$ cat src/rtl/serial_cmp_pkg.sv
// Shared types for the bit-serial magnitude comparator: FSM states, the {gt,lt} result pair,
// and the bit-counter width helper.
package serial_cmp_pkg;

    typedef enum logic [1:0] {
        IDLE  = 2'd0,
        SHIFT = 2'd1,
        DONE  = 2'd2
    } state_t;

    typedef struct packed {
        logic gt;
        logic lt;
    } cmp_res_t;

    // A one-bit operand still needs a one-bit counter, so never return zero.
    function automatic int cnt_width(input int width);
        return (width > 1) ? $clog2(width) : 1;
    endfunction

    localparam int DEF_WIDTH = 8;
    localparam int DEF_CNT_W = cnt_width(DEF_WIDTH);

endpackage

$ cat src/rtl/cmp_bit_cell.sv
// Single-bit magnitude comparator stage, MSB-first: once gt or lt is set it sticks.
// Purely combinational (0 cycles); no flow control.
module cmp_bit_cell (
    input  logic a_bit,
    input  logic b_bit,
    input  logic gt_in,
    input  logic lt_in,
    output logic gt_out,
    output logic lt_out
);

    assign gt_out = gt_in | (~lt_in & a_bit & ~b_bit);
    assign lt_out = lt_in | (~gt_in & ~a_bit & b_bit);

endmodule

$ cat src/rtl/serial_mag_comparator.sv
// Bit-serial unsigned comparator: walks a/b MSB-first through cmp_bit_cell, one bit per clock.
// Latency WIDTH+1 clocks incl. start cycle (less with EARLY_EXIT); start is ignored while busy.
module serial_mag_comparator
    import serial_cmp_pkg::*;
#(
    parameter int WIDTH      = 8,
    parameter bit EARLY_EXIT = 1'b0
) (
    input  logic             clk,
    input  logic             rst_n,
    input  logic             start,
    input  logic [WIDTH-1:0] a,
    input  logic [WIDTH-1:0] b,
    output logic             busy,
    output logic             done,
    output logic             gt,
    output logic             eq,
    output logic             lt
);

    localparam int               CNT_W    = cnt_width(WIDTH);
    localparam logic [CNT_W-1:0] CNT_LOAD = CNT_W'(WIDTH - 1);

    state_t           state_q, state_d;
    logic [WIDTH-1:0] sa_q, sa_d;
    logic [WIDTH-1:0] sb_q, sb_d;
    logic [CNT_W-1:0] cnt_q, cnt_d;
    cmp_res_t         run_q, run_d;
    cmp_res_t         res_q, res_d;
    logic             eq_q, eq_d;

    logic             cell_gt;
    logic             cell_lt;
    logic             shift_exit;

    cmp_bit_cell u_cell (
        .a_bit  (sa_q[WIDTH-1]),
        .b_bit  (sb_q[WIDTH-1]),
        .gt_in  (run_q.gt),
        .lt_in  (run_q.lt),
        .gt_out (cell_gt),
        .lt_out (cell_lt)
    );

    assign shift_exit = (cnt_q == '0) || (EARLY_EXIT && (cell_gt || cell_lt));

    always_comb begin
        state_d = state_q;
        sa_d    = sa_q;
        sb_d    = sb_q;
        cnt_d   = cnt_q;
        run_d   = run_q;
        res_d   = res_q;
        eq_d    = eq_q;

        unique case (state_q)
            IDLE, DONE: begin
                if (start) begin
                    sa_d    = a;
                    sb_d    = b;
                    cnt_d   = CNT_LOAD;
                    run_d   = '0;
                    res_d   = '0;
                    eq_d    = 1'b0;
                    state_d = SHIFT;
                end else begin
                    state_d = IDLE;
                end
            end
            SHIFT: begin
                run_d.gt = cell_gt;
                run_d.lt = cell_lt;
                sa_d     = sa_q << 1;
                sb_d     = sb_q << 1;
                cnt_d    = cnt_q - CNT_W'(1);
                if (shift_exit) begin
                    res_d.gt = cell_gt;
                    res_d.lt = cell_lt;
                    eq_d     = ~(cell_gt | cell_lt);
                    state_d  = DONE;
                end
            end
            default: state_d = IDLE;
        endcase
    end

    always_ff @(posedge clk) begin
        if (!rst_n) begin
            state_q <= IDLE;
            sa_q    <= '0;
            sb_q    <= '0;
            cnt_q   <= '0;
            run_q   <= '0;
            res_q   <= '0;
            eq_q    <= 1'b0;
        end else begin
            state_q <= state_d;
            sa_q    <= sa_d;
            sb_q    <= sb_d;
            cnt_q   <= cnt_d;
            run_q   <= run_d;
            res_q   <= res_d;
            eq_q    <= eq_d;
        end
    end

    assign busy = (state_q == SHIFT);
    assign done = (state_q == DONE);
    assign gt   = res_q.gt;
    assign lt   = res_q.lt;
    assign eq   = eq_q;

endmodule

$ cat config.mk
export PLATFORM = sky130hd
export DESIGN_NAME = serial_mag_comparator
export DESIGN_NICKNAME = d
export VERILOG_FILES = /design/src/rtl/serial_cmp_pkg.sv /design/src/rtl/cmp_bit_cell.sv /design/src/rtl/serial_mag_comparator.sv
export SDC_FILE = /design/constraint.sdc
export NUM_CORES = 1
export LEC_CHECK = 0
export ABC_CLOCK_PERIOD_IN_PS = 1300
export CAP_MARGIN = 20
export CORE_MARGIN = 2
export CORE_UTILIZATION = 45
export CTS_BUF_LIST = sky130_fd_sc_hd__clkbuf_4 sky130_fd_sc_hd__clkbuf_8 sky130_fd_sc_hd__clkbuf_16
export DETAILED_ROUTE_END_ITERATION = 8
export DONT_BUFFER_PORTS = 1
export GPL_TIMING_DRIVEN = 0
export SYNTH_ARGS = -nofsm -noshare
export SYNTH_HDL_FRONTEND = slang
export SYNTH_HIERARCHICAL = 1
export SYNTH_SLANG_ARGS = --single-unit
$ cat constraint.sdc
create_clock -name clk -period 1.3 [get_ports clk]
set_input_delay 0.26 -clock clk [delete_from_list [all_inputs] [get_ports clk]]
set_output_delay 0.26 -clock clk [all_outputs]
set_load 0.05 [all_outputs]
=== After elaboration in Yosys (flattened, before gate mapping) ===
Cells that the tools add are included.

* Register bits: 26
* Input port bits: 19
* Output and inout bits: 5
* Logic and storage cells: 48

* Add/subtract/negate cells: 1
* Equal/unequal tests: 4
* Muxes and demuxes: 16
* Bitwise operators: 12
* Reduce and logical (&&, ||, !) cells: 6

{| class="wikitable"
|+ Operators by type and width
! kind !! number
|-
| $pmux W8 S2 || 2
|-
| $mux W8 || 2
|-
| $pmux W2 S2 || 3
|-
| $mux W2 || 3
|-
| $pmux W3 S2 || 1
|-
| $not A1 Y1 || 5
|-
| $and A1 B1 Y1 || 4
|-
| $logic_not A3 Y1 || 1
|-
| $mux W1 || 3
|-
| $mux W3 || 1
|-
| $or A1 B1 Y1 || 3
|-
| $reduce_and A3 Y1 || 1
|-
| $sub A3 B1 Y3 const B || 1
|-
| $eq A2 B1 Y1 const B || 1
|-
| $eq A2 B2 Y1 const B || 1
|-
| $logic_not A2 Y1 || 1
|-
| $ne A2 B1 Y1 const B || 1
|-
| $ne A2 B2 Y1 const B || 1
|-
| $pmux W1 S2 || 1
|-
| $reduce_and A2 Y1 || 1
|-
| $reduce_bool A2 Y1 || 1
|-
| $reduce_or A2 Y1 || 1
|}

=== Depth between registers and ports, before layout ===
* Depth after elaboration: 8
* Gate-level depth with buffers: 6
* Gate-level depth less buffers: 6

=== By module ===
Netlist, hierarchy kept.

{| class="wikitable"
|+ By module, submodules not included
! module !! times used !! cells an instance !! area an instance (um^2) !! sequential area each (um^2)
|-
| serial_mag_comparator || 1 || 133 || 1119.8 || 520.5
|-
| cmp_bit_cell || 1 || 4 || 22.5 || 0.0
|}

=== Worst setup path after synthesis ===
OpenSTA, ideal clock, no wires.

* Path kind: register to register
* Start point: reg cnt_q[0]
* End point: reg eq_q, in the netlist eq
* Library setup time: 0.070 ns
* Data arrival time: 1.215 ns
* Setup slack: 0.015 ns
* Stages on the path, launching flop included: 7
* Clock period less this slack: 1.285 ns
* Cell sequence: dfxtp_1 > inv_1 > ha_1 > ha_1 > nand3b_1 > or3_1 > a21boi_1

* Longest elaborated chain between the ends: 3

{| class="wikitable"
|+ RTL lines
! item !! line !! RTL
|-
| from (decl) || serial_mag_comparator.sv:27 || <nowiki>logic [CNT_W-1:0] cnt_q, cnt_d;</nowiki>
|-
| from (signal assigned) || serial_mag_comparator.sv:100 || <nowiki>cnt_q <= cnt_d;</nowiki>
|-
| $logic_not A3 Y1 || serial_mag_comparator.sv:45 || <nowiki>assign shift_exit = (cnt_q == '0) || (EARLY_EXIT && (cell_gt || cell_lt));</nowiki>
|-
| $ne A2 B1 Y1 (no source line) || - ||
|-
| $reduce_and A3 Y1 (no source line) || - ||
|-
| to (signal assigned) || serial_mag_comparator.sv:103 || <nowiki>eq_q <= eq_d;</nowiki>
|-
| to (decl) || serial_mag_comparator.sv:30 || <nowiki>logic eq_q, eq_d;</nowiki>
|}

Every way passes these cells.
A chain may end at the register's enable or synchronous reset.

=== Final worst setup path ===
Ends and elaborated chain as after synthesis.

==> flow_metrics.py <==
metrics = {
    "clocking": {
        "clock_sinks": 26,
        "clk_latency_ns": 0.31,
        "cts_tree": "built",
        "cts_buffers": 3,
        "cts_root_buffer": "clkbuf_4",
        "clk_pin_slew_ns": 0.14,
        "cts_max_level": 1,
        "cts_buffer_depth": 2,
    },
    "critical_path": {
        "reg2reg_depth": 6,
        "cp.required_ns": 1.56,
        "worst-path-max-fanout": 3,
        "cpMostUsedCell": "ha_4",
        "slowest_stage": "or3_1",
        "worst_path_largest_cell_delay_ns": 0.38,
        "crit_path_cell_trace": "inv_2 -> ha_4 -> ha_4 -> nand3b_1 -> or3_1 -> a21boi_1",
        "worstSetupPathType": "flip-flop to flip-flop",
        "crit_arrival_ns": 1.63,
        "endpoint_kind": "flip-flop",
        "crit_path_start_kind": "flip-flop",
    },
    "hold_path": {
        "min_path_type": "input port to flip-flop",
        "holdPathStages": 2,
    },
    "sta": {
        "rsz0062_at_grt": "yes",
        "relSlewSlack_pct": 66.1,
        "finalHoldViolCount": 0,
        "fmax_mhz": 729,
        "post-route-period-util_pct": 106,
        "fin_hold_ws_ns": 0.0622,
        "drv_slew": 0,
        "worstMarginPinSlew_ns": 0.508,
        "fin_skew_ns": 0.00165,
        "setup_ws_ns": -0.0721,
        "finalSetupViolations": 1,
        "min_period_ns": 1.37,
    },
    "synth": {
        "yosysTopAreaCell": "dfxtp_1",
        "yosysMostFrequentCell": "nand2_1",
        "syn_avg_cell_area_um2": 8.34,
        "synth-async-reset-ratio_pct": 0,
        "synth_top_area_share_pct": 45.6,
        "synth_edf_count": 0,
        "syn_area_um2": 1140,
        "ys_top_cells_by_count": "34 x nand2_1, 26 x dfxtp_1, 16 x o21ai_0, 15 x a31oi_1, 9 x nand3_1",
        "ys_warn_count": 6,
        "ys_ff_latch": 26,
        "ys_top_cells_by_area": "dfxtp_1 46%, nand2_1 11%, a31oi_1 8.2%, o21ai_0 7.0%, nand3_1 3.9%",
        "synth_fp_nets": 158,
        "dominantRegCellSynth": "dfxtp_1",
        "syn_inst": 137,
        "ys_types": 26,
        "synth_seq_area_share_pct": 45.6,
    },
    "die": {
        "die_area_um2": 2960,
        "ios": 24,
        "core_um2": 2430,
        "die_y_um": 54.4,
        "rows": 18,
        "initial_core_util_pct": 47.0,
        "die_x_um": 54.4,
    },
    "global_routing": {
        "grt_pass1_vias": 901,
        "grt_pass1_wl_mm": 4.08,
        "grt_max_degree": 16,
        "track_usage_pct": 19.3,
        "antenna_found_initial": 0,
        "grt_overflow": 0,
    },
    "place": {
        "buffer_ports.inserted": 0,
        "hpwl_mm": 1.70,
        "place_area_um2": 1180,
        "gp_congestion": 0.726,
    },
    "pwr": {
        "p_per_area_nw_per_um2": 1380,
        "ir_worst_vdd_v": 0.000763,
        "leakage_nw": 0.532,
    },
    "layout": {
        "drive_gt1_share_pct": 22.7,
        "n_antenna_cell": 0,
        "fin_util_pct": 56.2,
        "fillers": 231,
        "fin_area_um2": 1370,
        "syn_to_final_growth_pct": 19.6,
        "nets": 172,
    },
    "detailed_routing": {
        "drt-total-wl_mm": 2.56,
        "first_iter_violations": 17,
        "wl_per_cell_um": 14.2,
        "num_vias": 999,
        "dr.pass1.iters": 4,
        "vias_per_cell": 5.55,
        "final_antenna_net_count": 0,
        "drc": 0,
    },
    "run_status": {
        "violations": "setup timing",
        "status": "finished, violations left",
    },
    "job": {
        "drv_cap": 0,
    },
}
-- layout by cell type, fill, tap and decap left out --
master     instances
a21boi_0           5
a21boi_1           2
a21o_1             2
a31oi_1           15
and2_1             1
and2b_4            1
and3_1             1
buf_12             1
buf_4             10
buf_6              2
buf_8              1
bufinv_16          1
clkbuf_1           2
clkbuf_2           1
clkbuf_4           4
dfxtp_1           22
dfxtp_2            4
ha_4               2
inv_1              1
inv_12             1
inv_2              2
inv_4              1
nand2_1           34
nand2b_4           2
nand3_1            9
nand3b_1           1
nor2_1             2
nor2b_2            1
o21ai_0           10
o21ai_1            6
o311a_1            2
or3_1              1
-- state kept, by name, indices dropped and copies added, names as in the netlist --
register / cells
cnt_q: 3
sb_q: 8
sa_q: 8
gt: 1
lt: 1
state_q: 2
eq: 1
run_q: 2
-- metrics by stage --
step	power (mW)	setup TNS, ns	setup slack (ns)	instances
global placement	1.23	-0.108	-0.108	167
detailed placement	1.25	-0.148	-0.146	167
finish	1.89	-0.0721	-0.0721	180
floorplan	1.18	0	0.0149	137
global route	1.99	-0.257	-0.166	180
CTS	1.86	-0.0201	-0.0151	177
-- metal layers --
metal  GRT usage (%)  part of all wire, %  vias to the layer above  wire [um]
met4            9.58                  1.1                        0         29
met1            23.7                   46                      475       1170
met5               0                    0                        -          0
met2            32.3                   49                       15       1250
met3            3.55                  4.1                        2        106
li1                -                    -                      507          -
-- path summary, 6_finish.rpt --
kind	from	endpoint	slack [ns]
setup / recovery	cnt_q[0]$_SDFFE_PN0P_	eq$_SDFFE_PN0P_	-0.07
hold / removal	rst_n	sa_q[1]$_SDFFE_PN0P_	0.06
hold reg to reg	sa_q[4]$_SDFFE_PN0P_	sa_q[4]$_SDFFE_PN0P_	0.48
setup reg to reg	cnt_q[0]$_SDFFE_PN0P_	eq$_SDFFE_PN0P_	-0.07
-- where the power goes --
| part | switching [mW] | internal (mW) | leakage (nW) |
|---|---|---|---|
| Sequential | 0.0522 | 0.875 | 0.215 |
| Clock | 0.240 | 0.312 | 0.0279 |
| Combinational | 0.218 | 0.191 | 0.289 |
-- kinds of logic after synthesis --
logic type | share of synthesized area (%)
and+or+nand+nor | 21.4
AOI/OAI and AO/OA | 22.9
DFF | 45.6
buffers and inverters | 7.99
adders and majority gates | 2.19
-- critical path, delay by kind of cell (launching register included) --
family / cells / cell delay [ns]
AND/OR/NAND/NOR: 2 / 0.48
AO/OA/AOI/OAI: 1 / 0.14
buffers and inverters: 1 / 0.08
flip-flops: 1 / 0.35
adder cells (fa/ha/maj): 2 / 0.28
-- cell type report --
type | count | area (um^2) | share of cell area (%)
Multi-Input combinational cell | 97 | 564 | 41.3
Sequential cell | 26 | 526 | 38.5
Timing Repair Buffer | 9 | 80.1 | 5.86
Buffer | 9 | 72.6 | 5.31
Tap cell | 30 | 37.5 | 2.75
Clock inverter | 1 | 30.0 | 2.20
Inverter | 4 | 27.5 | 2.01
Clock buffer | 3 | 22.5 | 1.65
Timing Repair inverter | 1 | 6.26 | 0.458
-- timing repair --
action	4_1_cts	5_1_grt
pin swaps	1	5
gates cloned	1	0
hold buffers	0	0
buffers inserted	5	4
gates resized for setup	12	16
setup endpoints to repair	5	19
Note: power is estimated with default switching activity, not from simulation.
